[src/rtl/multiply_stream_if.sv]
// -----------------------------------------------------------------------------
// multiply_stream_if
// Bundles the FIFO-facing signals of multiply_stream into one interface.
//
//   x_in_rd_en / y_in_rd_en : pop strobes to the x / y input FIFOs
//   x_in_empty / y_in_empty : empty flags of the x / y input FIFOs
//   x / y                   : head words of the input FIFOs (first-word fall-through)
//   out_wr_en               : push strobe to the output FIFO
//   out_full                : full flag of the output FIFO
//   dout                    : result word, valid while out_wr_en = 1
//   busy                    : at least one pipeline stage holds a valid word
//
// Modports:
//   slave  - the multiply_stream datapath
//   master - the FIFO environment around it
// -----------------------------------------------------------------------------
interface multiply_stream_if #(
  parameter int DATA_SIZE = 32
);
  logic                        x_in_rd_en;
  logic                        y_in_rd_en;
  logic                        x_in_empty;
  logic                        y_in_empty;
  logic signed [DATA_SIZE-1:0] x;
  logic signed [DATA_SIZE-1:0] y;
  logic                        out_wr_en;
  logic                        out_full;
  logic signed [DATA_SIZE-1:0] dout;
  logic                        busy;

  modport slave (
    output x_in_rd_en,
    output y_in_rd_en,
    input  x_in_empty,
    input  y_in_empty,
    input  x,
    input  y,
    output out_wr_en,
    input  out_full,
    output dout,
    output busy
  );

  modport master (
    input  x_in_rd_en,
    input  y_in_rd_en,
    output x_in_empty,
    output y_in_empty,
    output x,
    output y,
    input  out_wr_en,
    output out_full,
    input  dout,
    input  busy
  );
endinterface

[src/rtl/multiply_stream.sv]
// -----------------------------------------------------------------------------
// multiply_stream
// Streaming signed fixed-point multiplier between two input FIFOs and one
// output FIFO. Each popped (x, y) pair produces one result:
//   product = x * y                        (signed, 2*DATA_SIZE bits)
//   product += 2^(FRAC_BITS-1)             (only when ROUND = 1)
//   shifted = product >>> FRAC_BITS        (arithmetic shift)
//   result  = low DATA_SIZE bits           (SATURATE = 0, wraps)
//           | clamp to signed range        (SATURATE = 1)
//
// Two registered stages: stage 1 holds the operand pair, stage 2 holds the
// formatted result. Each stage advances when the stage after it can accept,
// giving one result per clock with a 2-cycle pop-to-write latency and at most
// two words in flight under backpressure.
//
// Parameters:
//   DATA_SIZE - operand/result width in bits
//   FRAC_BITS - fractional bits of the fixed-point format (1..DATA_SIZE-1)
//   ROUND     - 0 truncate toward -inf, 1 round half up
//   SATURATE  - 0 wrap, 1 clamp to the signed range
//
// Ports:
//   clock - rising-edge clock
//   reset - asynchronous active-high reset, clears all state
//   bus   - FIFO-facing signals (multiply_stream_if.slave)
// -----------------------------------------------------------------------------
module multiply_stream #(
  parameter int DATA_SIZE = 32,
  parameter int FRAC_BITS = 10,
  parameter int ROUND     = 0,
  parameter int SATURATE  = 0
) (
  input  logic              clock,
  input  logic              reset,
  multiply_stream_if.slave  bus
);

  localparam int PROD_W = 2 * DATA_SIZE;

  // Adds the rounding bias (if enabled) and drops the fractional bits.
  // The largest product magnitude is 2^(PROD_W-2), so the bias cannot
  // overflow the PROD_W-bit signed container.
  function automatic logic signed [PROD_W-1:0] round_shift(
    input logic signed [PROD_W-1:0] prod
  );
    logic signed [PROD_W-1:0] half;
    logic signed [PROD_W-1:0] biased;
    half            = '0;
    half[FRAC_BITS-1] = 1'b1;
    biased          = prod;
    if (ROUND != 0) begin
      biased = prod + half;
    end
    return biased >>> FRAC_BITS;
  endfunction

  // Narrows the shifted value to DATA_SIZE bits, either wrapping or clamping.
  function automatic logic signed [DATA_SIZE-1:0] saturate_fmt(
    input logic signed [PROD_W-1:0] val
  );
    logic signed [PROD_W-1:0] max_v;
    logic signed [PROD_W-1:0] min_v;
    logic signed [DATA_SIZE-1:0] res;
    max_v = {{(DATA_SIZE+1){1'b0}}, {(DATA_SIZE-1){1'b1}}};
    min_v = {{(DATA_SIZE+1){1'b1}}, {(DATA_SIZE-1){1'b0}}};
    res   = val[DATA_SIZE-1:0];
    if (SATURATE != 0) begin
      if (val > max_v) begin
        res = max_v[DATA_SIZE-1:0];
      end else if (val < min_v) begin
        res = min_v[DATA_SIZE-1:0];
      end
    end
    return res;
  endfunction

  // Stage registers and their next-state values
  logic signed [DATA_SIZE-1:0] x_p1_q,   x_p1_d;
  logic signed [DATA_SIZE-1:0] y_p1_q,   y_p1_d;
  logic                        vld_p1_q, vld_p1_d;
  logic signed [DATA_SIZE-1:0] res_p2_q, res_p2_d;
  logic                        vld_p2_q, vld_p2_d;

  logic                        accept1;
  logic                        accept2;
  logic                        pop;
  logic signed [PROD_W-1:0]    prod_p1;
  logic signed [DATA_SIZE-1:0] fmt_p1;

  // Handshake: a stage can take a new word if it is empty or its own word
  // leaves this cycle. Reset gates the pop so no FIFO word is consumed while
  // reset is held.
  always_comb begin
    accept2 = !vld_p2_q || !bus.out_full;
    accept1 = !vld_p1_q || accept2;
    pop     = !reset && !bus.x_in_empty && !bus.y_in_empty && accept1;
  end

  // ---- FIFO heads -> stage 1 ----
  always_comb begin
    x_p1_d   = x_p1_q;
    y_p1_d   = y_p1_q;
    vld_p1_d = vld_p1_q;
    if (accept1) begin
      x_p1_d   = bus.x;
      y_p1_d   = bus.y;
      vld_p1_d = pop;
    end
  end

  // ---- stage 1 -> stage 2 (multiply, round, shift, narrow) ----
  always_comb begin
    prod_p1  = PROD_W'(x_p1_q) * PROD_W'(y_p1_q);
    fmt_p1   = saturate_fmt(round_shift(prod_p1));
    res_p2_d = res_p2_q;
    vld_p2_d = vld_p2_q;
    if (accept2) begin
      res_p2_d = fmt_p1;
      vld_p2_d = vld_p1_q;
    end
  end

  always_ff @(posedge clock or posedge reset) begin
    if (reset) begin
      x_p1_q   <= '0;
      y_p1_q   <= '0;
      vld_p1_q <= 1'b0;
      res_p2_q <= '0;
      vld_p2_q <= 1'b0;
    end else begin
      x_p1_q   <= x_p1_d;
      y_p1_q   <= y_p1_d;
      vld_p1_q <= vld_p1_d;
      res_p2_q <= res_p2_d;
      vld_p2_q <= vld_p2_d;
    end
  end

  // ---- stage 2 -> output FIFO ----
  assign bus.x_in_rd_en = pop;
  assign bus.y_in_rd_en = pop;
  assign bus.out_wr_en  = vld_p2_q && !bus.out_full;
  assign bus.dout       = res_p2_q;
  assign bus.busy       = vld_p1_q || vld_p2_q;

endmodule
[src/flat_wrapper.sv]
// flat-port wrapper written by rule: the top's interface ports become plain ports
module multiply_stream_flat 
#(
  parameter int DATA_SIZE = 32,
  parameter int FRAC_BITS = 10,
  parameter int ROUND     = 0,
  parameter int SATURATE  = 0
)
  (clock, reset, bus_x_in_rd_en, bus_y_in_rd_en, bus_x_in_empty, bus_y_in_empty, bus_x, bus_y, bus_out_wr_en, bus_out_full, bus_dout, bus_busy);
  multiply_stream_if #(.DATA_SIZE(DATA_SIZE)) bus_i ();
  input  logic clock;
  input  logic reset;
  output wire logic [$bits(bus_i.x_in_rd_en)-1:0] bus_x_in_rd_en;
  output wire logic [$bits(bus_i.y_in_rd_en)-1:0] bus_y_in_rd_en;
  input wire logic [$bits(bus_i.x_in_empty)-1:0] bus_x_in_empty;
  input wire logic [$bits(bus_i.y_in_empty)-1:0] bus_y_in_empty;
  input wire logic [$bits(bus_i.x)-1:0] bus_x;
  input wire logic [$bits(bus_i.y)-1:0] bus_y;
  output wire logic [$bits(bus_i.out_wr_en)-1:0] bus_out_wr_en;
  input wire logic [$bits(bus_i.out_full)-1:0] bus_out_full;
  output wire logic [$bits(bus_i.dout)-1:0] bus_dout;
  output wire logic [$bits(bus_i.busy)-1:0] bus_busy;
  assign bus_x_in_rd_en = bus_i.x_in_rd_en;
  assign bus_y_in_rd_en = bus_i.y_in_rd_en;
  assign bus_i.x_in_empty = bus_x_in_empty;
  assign bus_i.y_in_empty = bus_y_in_empty;
  assign bus_i.x = bus_x;
  assign bus_i.y = bus_y;
  assign bus_out_wr_en = bus_i.out_wr_en;
  assign bus_i.out_full = bus_out_full;
  assign bus_dout = bus_i.dout;
  assign bus_busy = bus_i.busy;
  multiply_stream #(.DATA_SIZE(DATA_SIZE), .FRAC_BITS(FRAC_BITS), .ROUND(ROUND), .SATURATE(SATURATE)) u_core (.clock(clock), .reset(reset), .bus(bus_i));
endmodule
[config.mk]
export PLATFORM = sky130hd
export DESIGN_NAME = multiply_stream_flat
export DESIGN_NICKNAME = d
export VERILOG_FILES = /design/src/rtl/multiply_stream_if.sv /design/src/rtl/multiply_stream.sv /design/src/flat_wrapper.sv
export SDC_FILE = /design/constraint.sdc
export NUM_CORES = 2
export LEC_CHECK = 0
export ABC_AREA = 0
export BUFFER_PORTS_ARGS = -buffer_cell sky130_fd_sc_hd__buf_4
export CAP_MARGIN = 20
export CORE_ASPECT_RATIO = 0.9
export CORE_MARGIN = 2
export CORE_UTILIZATION = 30
export CTS_CLUSTER_SIZE = 16
export DETAILED_ROUTE_END_ITERATION = 6
export GPL_TIMING_DRIVEN = 0
export PLACE_DENSITY = 0.43
export SKIP_CTS_REPAIR_TIMING = 1
export SYNTH_ARGS = -nofsm -noshare
export SYNTH_HDL_FRONTEND = slang
export SYNTH_SLANG_ARGS = --single-unit
[constraint.sdc]
create_clock -name clock -period 7.7 [get_ports clock]
set_input_delay 2.31 -clock clock [delete_from_list [all_inputs] [get_ports clock]]
set_output_delay 2.31 -clock clock [all_outputs]
set_load 0.01 [all_outputs]
Yosys cells after proc, flatten, opt, wreduce, memory -nomap -nowiden

Index checks and enable logic that the tools add are counted.
W data, S select, Z words.

Input bits: 69
Word-level logic and storage cells: 19
Output and inout port bits: 36
Bits in registers: 98

Multiply operators: 1
Reductions and logical operators: 13

Operator list:

| cell                | count |
|---|---|
| $mul A32 B32 Y42    | 1 |
| $logic_not A1 Y1    | 6 |
| $logic_and A1 B1 Y1 | 4 |
| $logic_or A1 B1 Y1  | 3 |

Longest topological paths before layout

Depth in word-level cells: 4
Gate-level depth with buffers: 27
Gate-level depth less buffers: 25

Worst setup path after synthesis

Ideal clock, no wire load.

Kind: reg-to-reg
Start point: register u_core.x_p1_q[15]
End point: register u_core.res_p2_q[31] (netlist: u_core.bus.dout[31])
Path slack: 577 ps
Library setup time: 92 ps
Cell stages (with the launch flop): 26
Required time: 7,608 ps
Buffers on the path: 2
Arrival time: 7,031 ps
Clock period less this slack: 7,123 ps
Path through: dfrtp_1 -> clkbuf_1 -> clkbuf_1 -> and2_1 -> fa_1 -> fa_1 -> inv_1 -> fa_1 -> fa_1 -> inv_1 -> fa_1 -> inv_1 -> fa_1 -> inv_1 -> fa_1 -> fa_1 -> ha_1 -> a21oi_1 -> o21ai_1 -> a22oi_4 -> nor3b_4 -> a211oi_2 -> o211a_1 -> or3_1 -> and3_4 -> o31ai_2

Longest elaborated chain between the ends: 1

RTL lines:

| what                     | RTL line               | source |
|---|---|---|
| start: declaration       | multiply_stream.sv:78  | `logic signed [DATA_SIZE-1:0] x_p1_q, x_p1_d;` |
| start signal: assignment | multiply_stream.sv:131 | `x_p1_q <= x_p1_d;` |
| $mul A32 B32 Y42         | multiply_stream.sv:113 | `prod_p1 = PROD_W'(x_p1_q) * PROD_W'(y_p1_q);` |
| end signal: assignment   | multiply_stream.sv:134 | `res_p2_q <= res_p2_d;` |
| end: declaration         | multiply_stream.sv:81  | `logic signed [DATA_SIZE-1:0] res_p2_q, res_p2_d;` |

Every way passes these cells.
A chain may end at the register's enable or synchronous reset.

Final worst setup path

Start point: register u_core.x_p1_q[15]
End point: register u_core.res_p2_q[29] (netlist: u_core.bus.dout[29])

Same word-level chain as after synthesis.

==> metrics.cfg <==
[finish]
final_util_pct = 34.0
drive_gt1_share_pct = 12.7
fillers = 9825
area_growth_pct = 11.7
finalNetCount = 3996

[worst_setup_path]
worst_ep_arrival_time_ns = 7.91
critPathKind = reg -> reg
cp_max_fo = 6
cp-start-kind = flip-flop
crit_path_end_kind = flip-flop
cp.required_ns = 7.98

[synth]
synth_top_area_share_pct = 49.0
synth_cells = 2949
syn_avg_cell_area_sq_um = 9.61
synth-edff-count = 0
netlist_area_sq_um = 28300
synthTopCellsByArea = fa_1 (49%), and2_1 (11%), inv_1 (9.5%), dfrtp_1 (8.7%), ha_1 (6.9%)
ys.flop_type = dfrtp_1
synth-seq-cells = 98
ys_warn_count = 0
synth_top_cell_by_area = fa_1
synth_async_sr_flop_share_pct = 100
syn_nets = 3869
yosysUniqueCellTypes = 52
ys_seq_area_share_pct = 8.65

[die]
ios = 105
num_rows = 106
initial_core_util_pct = 30.4
core_area_sq_um = 93200
die_w_microns = 328
die_area_sq_um = 97000
die_y_microns = 296

[clock_network]
clock_sinks = 98
cts_tree = done
cts_max_path_buffers = 2
ctsRootBufferMaster = clkbuf_16
worstSkewPairLatency_ns = 0.43
cts_htree_levels = 3
path_clk_slew_ns = 0.09
cts_made_buffers = 9

[sta]
whs_ns = 0.485
rsz0062_at_grt = true
fin_crit_sh_pct = 99.1
hold_viol = 0
max_slew_margin_pct = 40.1
setup_tns_ns = 0
slew_viol_final = 0
worst_slew_pin_slew_ns = 0.898
post-route-min-period_ns = 7.63
max_clock_freq_mhz = 131
finalSetupViolCount = 0
fin_skew_ns = 0.0212

[drt]
drt_iter0_markers = 1235
drc = 0
vias = 19513
wl_per_cell_microns = 23.3
wirelength_microns = 101000
ant_nets = 0
drt_pass1_iterations = 5
vias_per_cell = 4.51

[placed_design]
hpwl_microns = 87700
place_congestion = 0.884
port_buffers = 104

[global_routing]
grt_first_pass_wirelength_microns = 149000
grt_max_degree = 65
grt_pass1_vias = 21320
grt.overflow.total = 0
grt_usage_pct = 21.6
antenna_found_initial = 8

[outcome]
outcome = finished clean

[hold_path]
hp-class = reg -> reg

[run]
drv_cap = 0

==> critical path, stage by stage, from the launching register on <==
cell and delay (ns):
dfrtp_4 0.61, buf_12 0.20, and2_4 0.14, fa_1 0.49, fa_1 0.56, inv_1 0.05
fa_1 0.50, fa_1 0.51, inv_1 0.05, fa_1 0.49, inv_2 0.04, fa_1 0.48
inv_2 0.04, fa_2 0.45, fa_1 0.61, ha_4 0.24, and4_4 0.16, and2_4 0.14
a22oi_4 0.21, nor3b_4 0.34, a211oi_4 0.15, o211a_1 0.30, or4_1 0.53, nand2_1 0.12
a21oi_1 0.07
==> path summary, 6_finish.rpt <==
| check | from | endpoint | slack, ns | depth (start not counted) |
|---|---|---|---|---|
| min | u_core.bus.dout[9]$_DFFE_PP0P_ | u_core.bus.dout[9]$_DFFE_PP0P_ | 0.49 | 2 |
| max reg2reg | u_core.x_p1_q[15]$_DFFE_PP0P_ | u_core.bus.dout[29]$_DFFE_PP0P_ | 0.07 | 24 |
| min in group asynchronous | reset | u_core.vld_p1_q$_DFFE_PP0P_ | 1.89 | 2 |
| min reg2reg | u_core.bus.dout[9]$_DFFE_PP0P_ | u_core.bus.dout[9]$_DFFE_PP0P_ | 0.49 | 2 |
| max in group asynchronous | reset | u_core.y_p1_q[23]$_DFFE_PP0P_ | 5.00 | 3 |
| max | u_core.x_p1_q[15]$_DFFE_PP0P_ | u_core.bus.dout[29]$_DFFE_PP0P_ | 0.07 | 24 |
==> registers in the layout, indices dropped and copies added (netlist names) <==
register and flops:
u_core.y_p1_q 32, u_core.x_p1_q 32, u_core.vld_p1_q 1, u_core.vld_p2_q 1, u_core.bus.dout 32
==> kinds of logic (layout without fill, tap and decap cells) <==
group | Yosys count | after routing | share of synthesized area (%)
AND/OR/NAND/NOR | 885 | 885 | 16.7
XOR/XNOR | 72 | 72 | 2.22
flip-flops | 98 | 98 | 8.65
buffers and inverters | 879 | 1011 | 11.7
multiplexers | 64 | 64 | 2.54
other | 0 | 1 | 0
AO/OA/AOI/OAI | 100 | 100 | 2.30
adder cells (fa/ha/maj) | 851 | 851 | 55.9
==> per-layer routing <==
layer  routed length, microns  track usage (%)
met5                        0                0
met4                     2320             5.18
met3                     4610             2.52
met2                    47600             35.1
met1                    46200             30.9
==> per-stage QoR <==
| step | cells | area (sq um) | setup slack [ns] |
|---|---|---|---|
| after floorplan | 2949 | 28300 | 0.577 |
| after global routing | 4323 | 31700 | -0.129 |
| after global placement | 4295 | 30700 | -1.32 |
| final | 4324 | 31700 | 0.0693 |
| after detailed placement | 4298 | 30700 | -1.29 |
| after CTS | 4314 | 31100 | -1.31 |
==> cells in the mapped netlist, types with 2 or more instances <==
master and n:
nand2b_1 8, nand3b_1 2, o21a_1 4, o311ai_0 2, o21bai_1 3, o21ai_1 4, o31ai_1 8, and2_1 499
a21o_1 12, clkbuf_1 161, xnor2_1 56, o21ai_0 14, nor3_1 6, mux2_2 64, a211oi_1 4, fa_1 694
inv_1 714, nand3_1 5, nor2_1 22, buf_1 3, nand2_1 310, dfrtp_1 98, or2_2 3, a21oi_1 36
or3_1 4, xor2_1 16, nor3b_1 3, nor2b_1 10, ha_1 157, and3_1 4, nand4b_1 2
==> layout make-up <==
| cell class | count | area [sq um] | area share [%] |
|---|---|---|---|
| flip-flops and latches | 98 | 2490 | 7.86 |
| clock inverters | 6 | 87.6 | 0.277 |
| plain buffers | 151 | 883 | 2.79 |
| clock buffers | 10 | 239 | 0.754 |
| repair buffers | 130 | 1030 | 3.24 |
| multi-input cells | 1972 | 22700 | 71.7 |
| diodes | 1 | 2.50 | 0.00790 |
| well taps | 1242 | 1550 | 4.91 |
| inverters | 714 | 2690 | 8.48 |
==> layout by cell type, fill, tap and decap left out, types with 4 or more instances in the layout <==
cell type	instances
xnor2_1	55
nor3_1	6
and3_1	4
nand2_1	310
a21o_1	12
mux2_2	64
ha_1	152
xor2_1	16
o31ai_1	7
nand3_1	4
nand2b_1	8
buf_2	17
a21oi_1	33
o21ai_0	13
a211oi_1	4
buf_4	136
nor2_1	21
clkbuf_2	64
ha_4	4
buf_6	9
inv_1	711
dfrtp_1	73
fa_1	691
or3_1	4
and2_1	498
dfrtp_2	22
clkbuf_4	19
clkbuf_1	28
nor2b_1	10
clkbuf_16	9
Power is not shown: default switching activity piles up to over one toggle a cycle in this logic, so the estimate is an artifact.
